File: src/rtl/mem_ctrl_if.sv
// mem_ctrl_if: bundle of the fetch, load/store and byte-wide RAM signals around mem_ctrl.
//   fetch : if_req, if_addr, if_flush -> if_data, if_done
//   data  : mem_req, mem_we, mem_len, mem_addr, mem_wdata -> mem_rdata, mem_done
//   ram   : ram_din -> ram_dout, ram_a, ram_wr
//   slave modport is the controller; master modport is the core plus RAM around it.
interface mem_ctrl_if #(
   parameter int ADDR_WIDTH = 32
);
   logic                  if_req;
   logic [ADDR_WIDTH-1:0] if_addr;
   logic                  if_flush;
   logic [31:0]           if_data;
   logic                  if_done;
   logic                  mem_req;
   logic                  mem_we;
   logic [1:0]            mem_len;
   logic [ADDR_WIDTH-1:0] mem_addr;
   logic [31:0]           mem_wdata;
   logic [31:0]           mem_rdata;
   logic                  mem_done;
   logic [7:0]            ram_din;
   logic [7:0]            ram_dout;
   logic [ADDR_WIDTH-1:0] ram_a;
   logic                  ram_wr;

   modport slave (
      input  if_req, if_addr, if_flush, mem_req, mem_we, mem_len, mem_addr, mem_wdata, ram_din,
      output if_data, if_done, mem_rdata, mem_done, ram_dout, ram_a, ram_wr
   );

   modport master (
      output if_req, if_addr, if_flush, mem_req, mem_we, mem_len, mem_addr, mem_wdata, ram_din,
      input  if_data, if_done, mem_rdata, mem_done, ram_dout, ram_a, ram_wr
   );
endinterface

File: src/rtl/mem_ctrl.sv
// mem_ctrl: shares one byte-wide RAM port between instruction fetch and load/store, serialising
// 8/16/32-bit little-endian accesses and reassembling read bytes into a zero-extended word.
//   clk, rst : clock and asynchronous active-high reset
//   bus      : mem_ctrl_if.slave carrying the fetch, data and RAM signals
module mem_ctrl #(
   parameter int ADDR_WIDTH = 32
) (
   input logic       clk,
   input logic       rst,
   mem_ctrl_if.slave bus
);
   typedef enum logic {IDLE, BUSY} state_t;

   state_t                state, state_n;
   logic                  owner_mem;
   logic                  we;
   logic [ADDR_WIDTH-1:0] base;
   logic [2:0]            n;
   logic [2:0]            cnt;
   logic [31:0]           wdata;
   logic [31:0]           acc;
   logic                  grant_mem, grant_if, grant, flush, fin, issue, wr_n, cap_en;
   logic [ADDR_WIDTH-1:0] a_n;
   logic [7:0]            dout_n;
   logic [31:0]           wd_sh, cap;
   logic [2:0]            n_in;

   always_ff @(posedge clk or posedge rst)
      if (rst) state <= IDLE;
      else state <= state_n;

   // cnt is the index of the edge about to occur, counted from the grant edge (E0).
   // Writes finish at E_n, reads at E_(n+1) when the last byte is on ram_din.
   always_comb begin
      state_n = state;
      grant_mem = 1'b0;
      grant_if = 1'b0;
      flush = 1'b0;
      fin = 1'b0;
      if (state == IDLE) begin
         grant_mem = bus.mem_req;
         grant_if = !bus.mem_req && bus.if_req && !bus.if_flush;
         if (grant_mem || grant_if) state_n = BUSY;
      end else begin
         flush = !owner_mem && bus.if_flush;
         fin = !flush && (cnt == (we ? n : n + 3'd1));
         if (flush || fin) state_n = IDLE;
      end
   end

   assign grant = grant_mem || grant_if;
   assign n_in = grant_if ? 3'd4 : bus.mem_len == 2'd0 ? 3'd1 : bus.mem_len == 2'd1 ? 3'd2 : 3'd4;
   // The grant edge issues byte 0 straight from the request inputs; later bytes use latched fields.
   assign issue = grant || (state == BUSY && !flush && !fin && cnt < n);
   assign wd_sh = wdata >> {cnt[1:0], 3'b000};
   assign wr_n = issue && (grant ? grant_mem && bus.mem_we : we);
   assign a_n = !issue ? '0 : grant ? (grant_mem ? bus.mem_addr : bus.if_addr) : base + ADDR_WIDTH'(cnt);
   assign dout_n = !wr_n ? 8'd0 : grant ? bus.mem_wdata[7:0] : wd_sh[7:0];
   // Byte i arrives one cycle after its issue, so it is captured at edge i+2.
   assign cap_en = state == BUSY && !we && !flush && cnt >= 3'd2;
   assign cap = acc | ({24'd0, bus.ram_din} << {cnt[1:0] - 2'd2, 3'b000});

   always_ff @(posedge clk or posedge rst)
      if (rst) begin
         owner_mem <= 1'b0;
         we <= 1'b0;
         base <= '0;
         n <= 3'd0;
         cnt <= 3'd0;
         wdata <= 32'd0;
         acc <= 32'd0;
         bus.ram_a <= '0;
         bus.ram_wr <= 1'b0;
         bus.ram_dout <= 8'd0;
         bus.if_data <= 32'd0;
         bus.if_done <= 1'b0;
         bus.mem_rdata <= 32'd0;
         bus.mem_done <= 1'b0;
      end else begin
         bus.ram_a <= a_n;
         bus.ram_wr <= wr_n;
         bus.ram_dout <= dout_n;
         bus.if_done <= fin && !owner_mem;
         bus.mem_done <= fin && owner_mem;
         if (fin && !we) begin
            if (owner_mem) bus.mem_rdata <= cap;
            else bus.if_data <= cap;
         end
         if (grant) begin
            owner_mem <= grant_mem;
            we <= grant_mem && bus.mem_we;
            base <= grant_mem ? bus.mem_addr : bus.if_addr;
            n <= n_in;
            wdata <= bus.mem_wdata;
            acc <= 32'd0;
            cnt <= 3'd1;
         end else if (state == BUSY) begin
            cnt <= cnt + 3'd1;
            if (cap_en) acc <= cap;
         end
      end
endmodule

File: src/flat_wrapper.sv
// flat-port wrapper written by rule: the top's interface ports become plain ports
module mem_ctrl_flat 
#(
   parameter int ADDR_WIDTH = 32
)
  (clk, rst, bus_if_req, bus_if_addr, bus_if_flush, bus_mem_req, bus_mem_we, bus_mem_len, bus_mem_addr, bus_mem_wdata, bus_ram_din, bus_if_data, bus_if_done, bus_mem_rdata, bus_mem_done, bus_ram_dout, bus_ram_a, bus_ram_wr);
  mem_ctrl_if #(.ADDR_WIDTH(ADDR_WIDTH)) bus_i ();
  input logic clk;
  input logic rst;
  input wire logic [$bits(bus_i.if_req)-1:0] bus_if_req;
  input wire logic [$bits(bus_i.if_addr)-1:0] bus_if_addr;
  input wire logic [$bits(bus_i.if_flush)-1:0] bus_if_flush;
  input wire logic [$bits(bus_i.mem_req)-1:0] bus_mem_req;
  input wire logic [$bits(bus_i.mem_we)-1:0] bus_mem_we;
  input wire logic [$bits(bus_i.mem_len)-1:0] bus_mem_len;
  input wire logic [$bits(bus_i.mem_addr)-1:0] bus_mem_addr;
  input wire logic [$bits(bus_i.mem_wdata)-1:0] bus_mem_wdata;
  input wire logic [$bits(bus_i.ram_din)-1:0] bus_ram_din;
  output wire logic [$bits(bus_i.if_data)-1:0] bus_if_data;
  output wire logic [$bits(bus_i.if_done)-1:0] bus_if_done;
  output wire logic [$bits(bus_i.mem_rdata)-1:0] bus_mem_rdata;
  output wire logic [$bits(bus_i.mem_done)-1:0] bus_mem_done;
  output wire logic [$bits(bus_i.ram_dout)-1:0] bus_ram_dout;
  output wire logic [$bits(bus_i.ram_a)-1:0] bus_ram_a;
  output wire logic [$bits(bus_i.ram_wr)-1:0] bus_ram_wr;
  assign bus_i.if_req = bus_if_req;
  assign bus_i.if_addr = bus_if_addr;
  assign bus_i.if_flush = bus_if_flush;
  assign bus_i.mem_req = bus_mem_req;
  assign bus_i.mem_we = bus_mem_we;
  assign bus_i.mem_len = bus_mem_len;
  assign bus_i.mem_addr = bus_mem_addr;
  assign bus_i.mem_wdata = bus_mem_wdata;
  assign bus_i.ram_din = bus_ram_din;
  assign bus_if_data = bus_i.if_data;
  assign bus_if_done = bus_i.if_done;
  assign bus_mem_rdata = bus_i.mem_rdata;
  assign bus_mem_done = bus_i.mem_done;
  assign bus_ram_dout = bus_i.ram_dout;
  assign bus_ram_a = bus_i.ram_a;
  assign bus_ram_wr = bus_i.ram_wr;
  mem_ctrl #(.ADDR_WIDTH(ADDR_WIDTH)) u_core (.clk(clk), .rst(rst), .bus(bus_i));
endmodule
File: config.mk
export PLATFORM = sky130hd
export DESIGN_NAME = mem_ctrl_flat
export DESIGN_NICKNAME = d
export VERILOG_FILES = /design/src/rtl/mem_ctrl_if.sv /design/src/rtl/mem_ctrl.sv /design/src/flat_wrapper.sv
export SDC_FILE = /design/constraint.sdc
export NUM_CORES = 1
export LEC_CHECK = 0
export ABC_AREA = 1
export CORE_MARGIN = 2
export CORE_UTILIZATION = 55
export DETAILED_ROUTE_END_ITERATION = 6
export DONT_BUFFER_PORTS = 1
export PLACE_DENSITY = 0.68
export SYNTH_ARGS = -nofsm -noshare
export SYNTH_HDL_FRONTEND = slang
export SYNTH_SLANG_ARGS = --single-unit
export TNS_END_PERCENT = 20
File: constraint.sdc
create_clock -name clk -period 10.8 [get_ports clk]
set_input_delay 0.54 -clock clk [delete_from_list [all_inputs] [get_ports clk]]
set_output_delay 0.54 -clock clk [all_outputs]
set_load 0.01 [all_outputs]
==> metrics, run 1 <==
vias in the first global route=7764; simple-gate share of the synthesized area=29.9%; unrepaired setup endpoints after global routing=no; CTS max path bufs=3; RePlAce Congestion=0.900; R2R cell count=8; total wire length=25000 um; initial antenna violation count=0; initial drt markers=665; sequential-to-total area share from yosys stat=51.3%; Final setup viols=0; xor/xnor cell area share of the yosys netlist=0.762%; Syn Inst Count=1307; period utilisation layout=34.1%; core area=18600 um2; Mean Syn Cell Area=7.91 um2; crit path DAT=4.06 ns; Tot GR Track Use=25.4%; CTS tree=yes; Leak=5.92 nW; Setup Skew=0.0108 ns; post-route cell area=11100 um2; Post CTS Setup Buffer Count=0; Synth top cells by count=nand2_1 (495), dfrtp_1 (212), inv_1 (118); post-cts hold buffer count=0; Setup TNS=0 ns; min-delay worst type=input pin to asynchronous set/reset pin; DP Worst Slack=7.15 ns; cell with the most instances after synthesis=nand2_1; Syn Nets=1428; Post-DRT Antenna Nets=0; WL per Instance=16.5 um; I/O pins=219; CTS clk-pin slew, worst paths=0.06 ns; Synth Area in Adders=1.16%; Die H=141 um; ranking of synthesized cells by area=dfrtp_1 (51%), nand2_1 (18%), nand4_1 (4.5%), inv_1 (4.3%), nand3_1 (3.1%); worst setup margin=7.11 ns; Inserted Diodes=0; worst r2r src=u_core.owner_mem; routed vias/inst=5.50; Root Buffer=clkbuf_16; Unique masters post-synth=36; main combinational cell family by area after synthesis=simple AND/OR/NAND/NOR gates; Final Max Slew Viols=0; die area=19900 um2; post-route minimum period=3.69 ns; FFs w/ async S/R, synth=100%; Area Growth Syn to Fin=7.21%; global-route wire length before repair=41000 um; Critical Path RT=11.18 ns; Final Core Density=59.7%; post-DP HPWL=17100 um; Post-synth EDFFs=0; Register Area=5310 um2; nets@finish=1387; CTS H-Tree Depth=1; DP Area=10300 um2; mapped cell area=10300 um2; drt pass-1 iters=4; peak supply drop=172 uV; layout cells sized above 1=5.16%; Synth Register Bits=212; top_reg_cell synth=dfrtp_1; multi-input logic area=4170 um2; Slew @ Worst Pin=1.06 ns; post-cts sizing count=0; Startpoint Class=register; Worst R2R Setup Slack=7.11 ns; Worst-Skew Late Latency=0.50 ns; Site Rows=50; # clock sinks=212; Power Density=294 nW/um2; Synth Area in Compound Gates=8.50%; mux share of post-synthesis cell area=0%; post-synth top area share=51.3%; total of max-cap violations=0; Fin. Hold Viols=0; largest net degree at the start of global routing=151; CP Capture Type=register; Synth area leader=dfrtp_1; Max transition margin=29.2%; Peak Freq=271 MHz; synthesis warning total=0; FILL cells=1640; grt total ovfl=0; Critical R2R Capture=u_core.bus.if_data[23]; DRC viols=0; port bufs=0; Initial Util=55.6%; via count=8333; outcome=completed; CTS buffer count=23; DIE WIDTH=141 um; crit path max fanout=66; Worst Setup Path Type=register to register
-- worst max-delay path by stage --
| stage | start | cells past startpoint | slack, ns | to |
|---|---|---|---|---|
| finish | u_core.owner_mem | 8 | 7.11 | u_core.bus.if_data[23] |
| global route | u_core.owner_mem | 8 | 6.66 | u_core.bus.mem_rdata[15] |
| CTS | u_core.owner_mem | 8 | 7.14 | u_core.bus.if_data[23] |
| detailed placement | u_core.owner_mem | 8 | 7.15 | u_core.bus.mem_rdata[28] |
| global placement | u_core.owner_mem | 8 | 7.28 | u_core.bus.if_data[15] |
| floorplan | rst | 1 | 4.47 | u_core.acc[0] |
-- final cells by class --
class	instances	area share, %
inverters	125	4.31
clock inverters	7	1.22
multi-input cells	897	37.6
clock buffers	32	5.86
repair buffers	7	0.474
flip-flops and latches	212	47.9
well taps	234	2.64
-- logic make-up (layout without fill, tap and decap cells) --
group / Yosys count / after routing
simple gates: 733 / 733
compound gates: 146 / 146
fa+ha+maj: 9 / 9
xor+xnor: 9 / 9
flops: 212 / 212
buf+inv: 198 / 171
-- sequential cells by signal, summed over array words and instances, names as in the netlist --
signal                count
u_core.acc               32
u_core.base              32
u_core.bus.if_data       32
u_core.bus.if_done        1
u_core.bus.mem_done       1
u_core.bus.mem_rdata     32
u_core.bus.ram_a         32
u_core.bus.ram_dout       8
u_core.bus.ram_wr         1
u_core.cnt                3
u_core.n                  3
u_core.owner_mem          1
u_core.state              1
u_core.wdata             32
u_core.we                 1
-- through the flow --
step / hold WS, ns / total power, mW / cells
finish: 0.0637 / 3.25 / 1514
global route: 0.130 / 3.51 / 1514
CTS: 0.130 / 3.27 / 1514
detailed placement: 0.459 / 2.44 / 1475
global placement: 0.456 / 2.41 / 1475
floorplan: 0.442 / 2.20 / 1307
-- metal layers --
metal,track usage (%),routed length (um)
met3,6.45,1940
met4,6.53,420
met2,38.5,11400
met1,36.6,11300
met5,0,0
-- power breakdown --
group	internal [mW]	switching (mW)	leakage [nW]	total (mW)
logic	0.319	0.769	2.74	1.09
clock network	0.512	0.309	0.386	0.821
registers	1.06	0.280	2.80	1.34
-- cell usage in the layout, fill, tap and decap left out, types with 4 or more instances in the layout --
master	instances
nand4_1	74
clkbuf_1	5
nor3_1	9
buf_4	7
ha_1	8
dfrtp_1	212
inv_2	6
xor2_1	6
o211ai_1	24
clkbuf_8	4
clkbuf_16	23
nor2_1	82
o21bai_1	9
a31oi_1	16
a31o_2	8
o21ai_0	39
clkinv_2	4
inv_1	117
nand2_1	494
a21oi_1	44
nand3_1	64
bufinv_16	4
-- worst max-delay path, cell delays in order, from the launching register on --
cell and delay [ns]:
dfrtp_1 1.04, inv_2 0.55, a21oi_2 0.29, inv_1 0.15, nor2_4 0.12, buf_4 0.47
nand3_2 0.63, nand2_1 0.21, nand2_1 0.07
Power figures use the tool's default switching activity.
==> inputs of run 2 (changes only) <==
clock period = 3.45 ns   (was 10.8 ns; I/O delays follow)
==> run 2 against run 1 <==
  * Via count increased by 8.1%
  * Non-clock buffer count up 118
  * Clock skew increased by 0.0053 ns
  * Utilization is 6.5 points higher
  * Register-to-register slack got worse by 6.8 ns
  * Count of clock-buffer cells in the layout is the same
  * Die area unchanged
  * Critical path depth up 3
  * Cell area increased by 11%
  * Wire length rose by 8.2%
  * Power rose to 3.3 times the previous value
  * Worst hold slack got worse by 0.053 ns
  * Critical endpoint is now u_core.bus.ram_a[13]
  * Largest power group unchanged
==> metrics, run 2 (same netlist as run 1, synthesis figures left out) <==
outcome=completed; CTS H-Tree Depth=1; Post-DRT Antenna Nets=0; Top delay family on crit path=buffers and inverters; post-cts hold buffer count=109; routed vias/inst=5.52; Slew @ Worst Pin=0.951 ns; layout cells sized above 1=5.64%; unrepaired setup endpoints after global routing=no; CTS buffer count=24; # clock sinks=212; Final Max Slew Viols=0; most common cell after layout, fill and taps aside=nand2_1; die area=19900 um2; most frequent cell on the critical path=nand2_1; grt total ovfl=0; Startpoint Class=register; Final Core Density=66.2%; global-route wire length before repair=44400 um; Inserted Diodes=0; total of max-cap violations=0; port bufs=0; Max transition margin=36.6%; CTS clk-pin slew, worst paths=0.06 ns; total wire length=27100 um; I/O pins=219; Die H=141 um; CTS tree=yes; core area=18600 um2; peak supply drop=562 uV; Fin. Hold Viols=0; crit path cell chain=inv_2 > nand2_1 > buf_4 > inv_1 > nand2_1 > nand2_1 > dlygate4sd3_1 > nand2_1 > o21ai_0 > a21oi_1 > nor2_1; largest net degree at the start of global routing=113; via count=9012; Final setup viols=0; Tot GR Track Use=27.5%; Peak Freq=323 MHz; initial drt markers=735; crit path max fanout=33; vias in the first global route=8690; Initial Util=55.6%; nets@finish=1506; FILL cells=1525; most frequent cells in the layout=nand2_1 (494), dfrtp_1 (212), inv_1 (117); Post CTS Setup Buffer Count=0; Site Rows=50; Worst Setup Path Type=register to register; Worst-Skew Late Latency=0.52 ns; Critical Path RT=3.82 ns; initial antenna violation count=0; Power Density=862 nW/um2; Leak=6.46 nW; DIE WIDTH=141 um; CP Capture Type=register; crit path DAT=3.47 ns; CP max stage cell=dlygate4sd3_1; Root Buffer=clkbuf_16; post-route minimum period=3.10 ns; drt pass-1 iters=5; post-DP HPWL=17000 um; CTS max path bufs=3; RePlAce Congestion=0.906; min-delay worst type=input pin to register; Setup TNS=0 ns; DRC viols=0; WL per Instance=16.6 um; Setup Skew=0.0161 ns; CP Buf/Inv Count=4; period utilisation layout=89.8%; critical path's largest stage delay=0.55 ns; post-cts sizing count=0; Area Growth Syn to Fin=18.9%
## run 2: cell count changes in the layout (fill, tap and decap cells not counted)
cell and delta:
clkinvlp_4 +1, bufinv_16 -1, dlygate4sd3_1 +109, clkbuf_16 +2
buf_4 +7, inv_8 -1, clkinv_2 +3, clkbuf_1 -2
buf_12 +2
## run 2: power breakdown
part	internal (mW)	leakage, nW	total [mW]	switching [mW]
Clock	1.62	0.406	2.62	0.997
Sequential	3.34	2.80	4.13	0.790
Combinational	1.23	3.25	3.85	2.62
Total	6.19	6.46	10.6	4.41
## run 2: final timing paths
path	cells past startpoint	to	slack (ns)	startpoint
max in group asynchronous	3	u_core.bus.mem_rdata[14]	2.63	rst
worst min register to register	2	u_core.wdata[13]	0.47	u_core.wdata[13]
worst max register to register	11	u_core.bus.ram_a[13]	0.35	u_core.state
min in group asynchronous	3	u_core.wdata[19]	0.29	rst
worst min-delay path	3	u_core.acc[4]	0.01	bus_ram_din[4]
worst max-delay path	11	u_core.bus.ram_a[13]	0.35	u_core.state
## run 2: through the flow
step	cell area [um2]	worst slack [ns]	hold WS, ns	instances	power [mW]
finish	12300	0.350	0.0112	1634	10.6
global route	12300	0.109	0.0139	1634	11.4
CTS	12300	0.462	0.000528	1634	10.6
detailed placement	10400	0.929	0.287	1484	7.73
global placement	10400	0.996	0.287	1484	7.66
floorplan	10300	0.521	0.285	1307	6.88
## run 2: worst reg2reg max path: stages (launching register included)
cell,delay [ns]
dfrtp_1,0.44
inv_2,0.09
nand2_1,0.22
buf_4,0.37
inv_1,0.52
nand2_1,0.23
nand2_1,0.07
dlygate4sd3_1,0.55
nand2_1,0.12
o21ai_0,0.10
a21oi_1,0.18
nor2_1,0.07
## run 2: routing by layer
| metal | up-vias | track usage, % | routed length [um] |
|---|---|---|---|
| met2 | 363 | 43.1 | 12500 |
| met5 | - | 0 | 0 |
| met1 | 4230 | 38.8 | 11600 |
| met3 | 50 | 5.84 | 2270 |
| met4 | 0 | 7.84 | 677 |
| li1 | 4369 | - | - |
## run 2: area by class of cell
type	count	area [um2]	area share (%)
sequential	212	5310	43.2
tap	234	293	2.38
inverter	125	474	3.86
clock inverter	9	120	0.977
timing repair buffer	125	1240	10.1
multi-input combinational	897	4170	33.9
clock buffer	32	692	5.63
==> inputs of run 3 (changes only) <==
ABC_AREA = unset   (was 1)
PLACE_DENSITY = 0.7   (was 0.68)
==> run 3 against run 2 <==
  * The flow now finishes with violations (negative hold slack)
  * Count of clock-buffer cells in the layout decreased by 4
  * Cell area decreased by 6.4%
  * Largest cell class unchanged
  * Via count decreased by 25%
  * Clock skew increased by 0.0032 ns
  * Die area decreased by 8.6%
  * Critical path depth decreased by 6
  * Power decreased by 2.5%
  * First-iteration DRC count decreased by 51%
  * Combinational power decreased by 12%
==> metrics, run 3 <==
Synth Register Bits=212; Critical R2R Capture=u_core.bus.ram_a[2]; Startpoint Class=register; unrepaired setup endpoints after global routing=no; FILL cells=1149; mapped cell area=9430 um2; CTS H-Tree Depth=1; CTS tree=yes; DIE WIDTH=135 um; Setup TNS=0 ns; routed vias/inst=5.75; grt total ovfl=0; CP endpoint=u_core.bus.ram_a[2]; Area Growth Syn to Fin=22.0%; Max transition margin=32.2%; core area=16600 um2; crit path max fanout=21; RePlAce Congestion=0.801; CP Capture Type=register; Final setup viols=0; violated checks=negative hold slack; peak supply drop=503 uV; Die H=135 um; Syn Inst Count=847; Synth top cells by count=dfrtp_1 (212), nand2_1 (153), nor2_1 (48); Slew @ Worst Pin=1.01 ns; Initial Util=56.7%; Post-Layout Cell Count=1179; post-synth top area share=56.3%; sequential-to-total area share from yosys stat=56.3%; # clock sinks=212; initial drt markers=359; CTS buffer count=23; Syn Nets=968; GR peak layer=met2; top_reg_cell synth=dfrtp_1; post-DP HPWL=14800 um; final hold slack=-0.00197 ns; cell with the most instances after synthesis=dfrtp_1; period utilisation layout=82.4%; layout cells sized above 1=11.6%; Site Rows=47; DRC viols=0; most common cell after layout, fill and taps aside=dfrtp_1; worst r2r src=u_core.state; Worst-Skew Late Latency=0.51 ns; Mean Syn Cell Area=11.1 um2; drt pass-1 iters=5; global-route wire length before repair=37600 um; M1 GR Usage=34.0%; Final Max Slew Viols=0; CTS max path bufs=3; Leak=5.55 nW; Root Buffer=clkbuf_16; total of max-cap violations=0; synthesis warning total=0; crit path DAT=3.21 ns; min-delay worst type=input pin to register; WL per Instance=19.7 um; Power Density=898 nW/um2; met3 Usage GRT=5.52%; nets@finish=1062; Post-synth EDFFs=0; CTS clk-pin slew, worst paths=0.07 ns; FFs w/ async S/R, synth=100%; post-cts hold buffer count=113; most frequent cells in the layout=dfrtp_1 (212), nand2_1 (153), dlygate4sd3_1 (113); post-route minimum period=2.84 ns; Fin. Hold Viols=1; Setup Skew=0.0193 ns; Critical Path RT=3.81 ns; Worst Setup Path Type=register to register; total wire length=23200 um; port bufs=0; Tot GR Track Use=25.8%; Placed Cells=1023; Post CTS Setup Buffer Count=0; R2R cell count=5; Worst R2R Setup Slack=0.61 ns; die area=18200 um2; outcome=complete, but fails checks; I/O pins=219; met2 GRT Util=43.8%; post-cts sizing count=0; Unique masters post-synth=47; CP Launch Point=u_core.state; Synth area leader=dfrtp_1; initial antenna violation count=1; ranking of synthesized cells by area=dfrtp_1 (56%), nand2_1 (6.1%), mux2_2 (4.8%), mux2_1 (3.8%), mux2i_1 (3.5%); Post-DRT Antenna Nets=0; Peak Freq=352 MHz; vias in the first global route=7214; via count=6782; largest net degree at the start of global routing=104
==> run 3: cell count changes after synthesis, sizes merged, moves of 34 or more <==
cell   before  now
nand3      67    9
nor2       83   49
mux2        0   72
inv       125   11
nand4      74    8
nand2     496  153
==> run 3: layout make-up <==
cell class / count / area (um2) / share of cell area (%)
Antenna cell: 1 / 2.50 / 0.0218
Clock buffer: 28 / 634 / 5.51
Clock inverter: 14 / 134 / 1.16
Inverter: 11 / 45.0 / 0.392
Multi-Input combinational cell: 567 / 3840 / 33.4
Sequential cell: 212 / 5310 / 46.1
Tap cell: 220 / 275 / 2.39
Timing Repair Buffer: 126 / 1270 / 11.0
==> run 3: metal layers <==
layer,vias up,share of wire (%)
met5,-,0
met4,0,2.2
met3,40,7.0
met2,266,49
met1,3358,42
li1,3118,-
==> run 3: cell families after synthesis <==
| group | count (synthesis) | share of synthesized area [%] |
|---|---|---|
| flip-flops | 212 | 56.3 |
| AND/OR/NAND/NOR | 257 | 12.0 |
| buffers and inverters | 68 | 3.26 |
| adder cells (fa/ha/maj) | 9 | 1.27 |
| XOR/XNOR | 36 | 3.50 |
| multiplexers | 113 | 14.0 |
| AO/OA/AOI/OAI | 152 | 9.73 |
==> run 3: critical path, stage by stage (launching register included) <==
cell and delay, ns:
dfrtp_1 0.57, nor2b_4 0.72, buf_4 0.37, mux2i_1 0.29, dlygate4sd3_1 0.63, o22ai_1 0.09
==> run 3: power by group <==
part / total (mW) / switching, mW / internal (mW)
sequential: 4.47 / 0.982 / 3.49
clock: 2.48 / 1.01 / 1.47
combinational: 3.38 / 1.83 / 1.56
==> run 3: how the worst min path moves through the flow <==
stage	from	endpoint	slack [ns]	depth (start not counted)
floorplan	bus_mem_len[0]	u_core.n[0]	0.27	1
global placement	rst	u_core.bus.mem_rdata[29]	0.24	1
detailed placement	rst	u_core.bus.mem_rdata[29]	0.25	1
CTS	bus_mem_addr[0]	u_core.bus.ram_a[0]	0.005	2
global route	bus_mem_wdata[3]	u_core.bus.ram_dout[3]	0.02	3
finish	bus_mem_addr[0]	u_core.bus.ram_a[0]	-0.002	2
==> run 3: metrics by stage <==
| step | instance area, um2 | worst slack, ns | total power [mW] | utilization [%] | hold slack, ns |
|---|---|---|---|---|---|
| 2_1_floorplan | 9430 | 0.521 | 6.82 | - | 0.269 |
| 3_3_place_gp | 9600 | 0.809 | 7.45 | 57.7 | 0.243 |
| 3_5_place_dp | 9600 | 0.758 | 7.66 | 57.7 | 0.254 |
| 4_1_cts | 11500 | 0.643 | 10.4 | 69.1 | 0.00450 |
| 5_1_grt | 11500 | 0.450 | 11.0 | 69.1 | 0.0240 |
| 6_report | 11500 | 0.607 | 10.3 | 69.1 | -0.00197 |
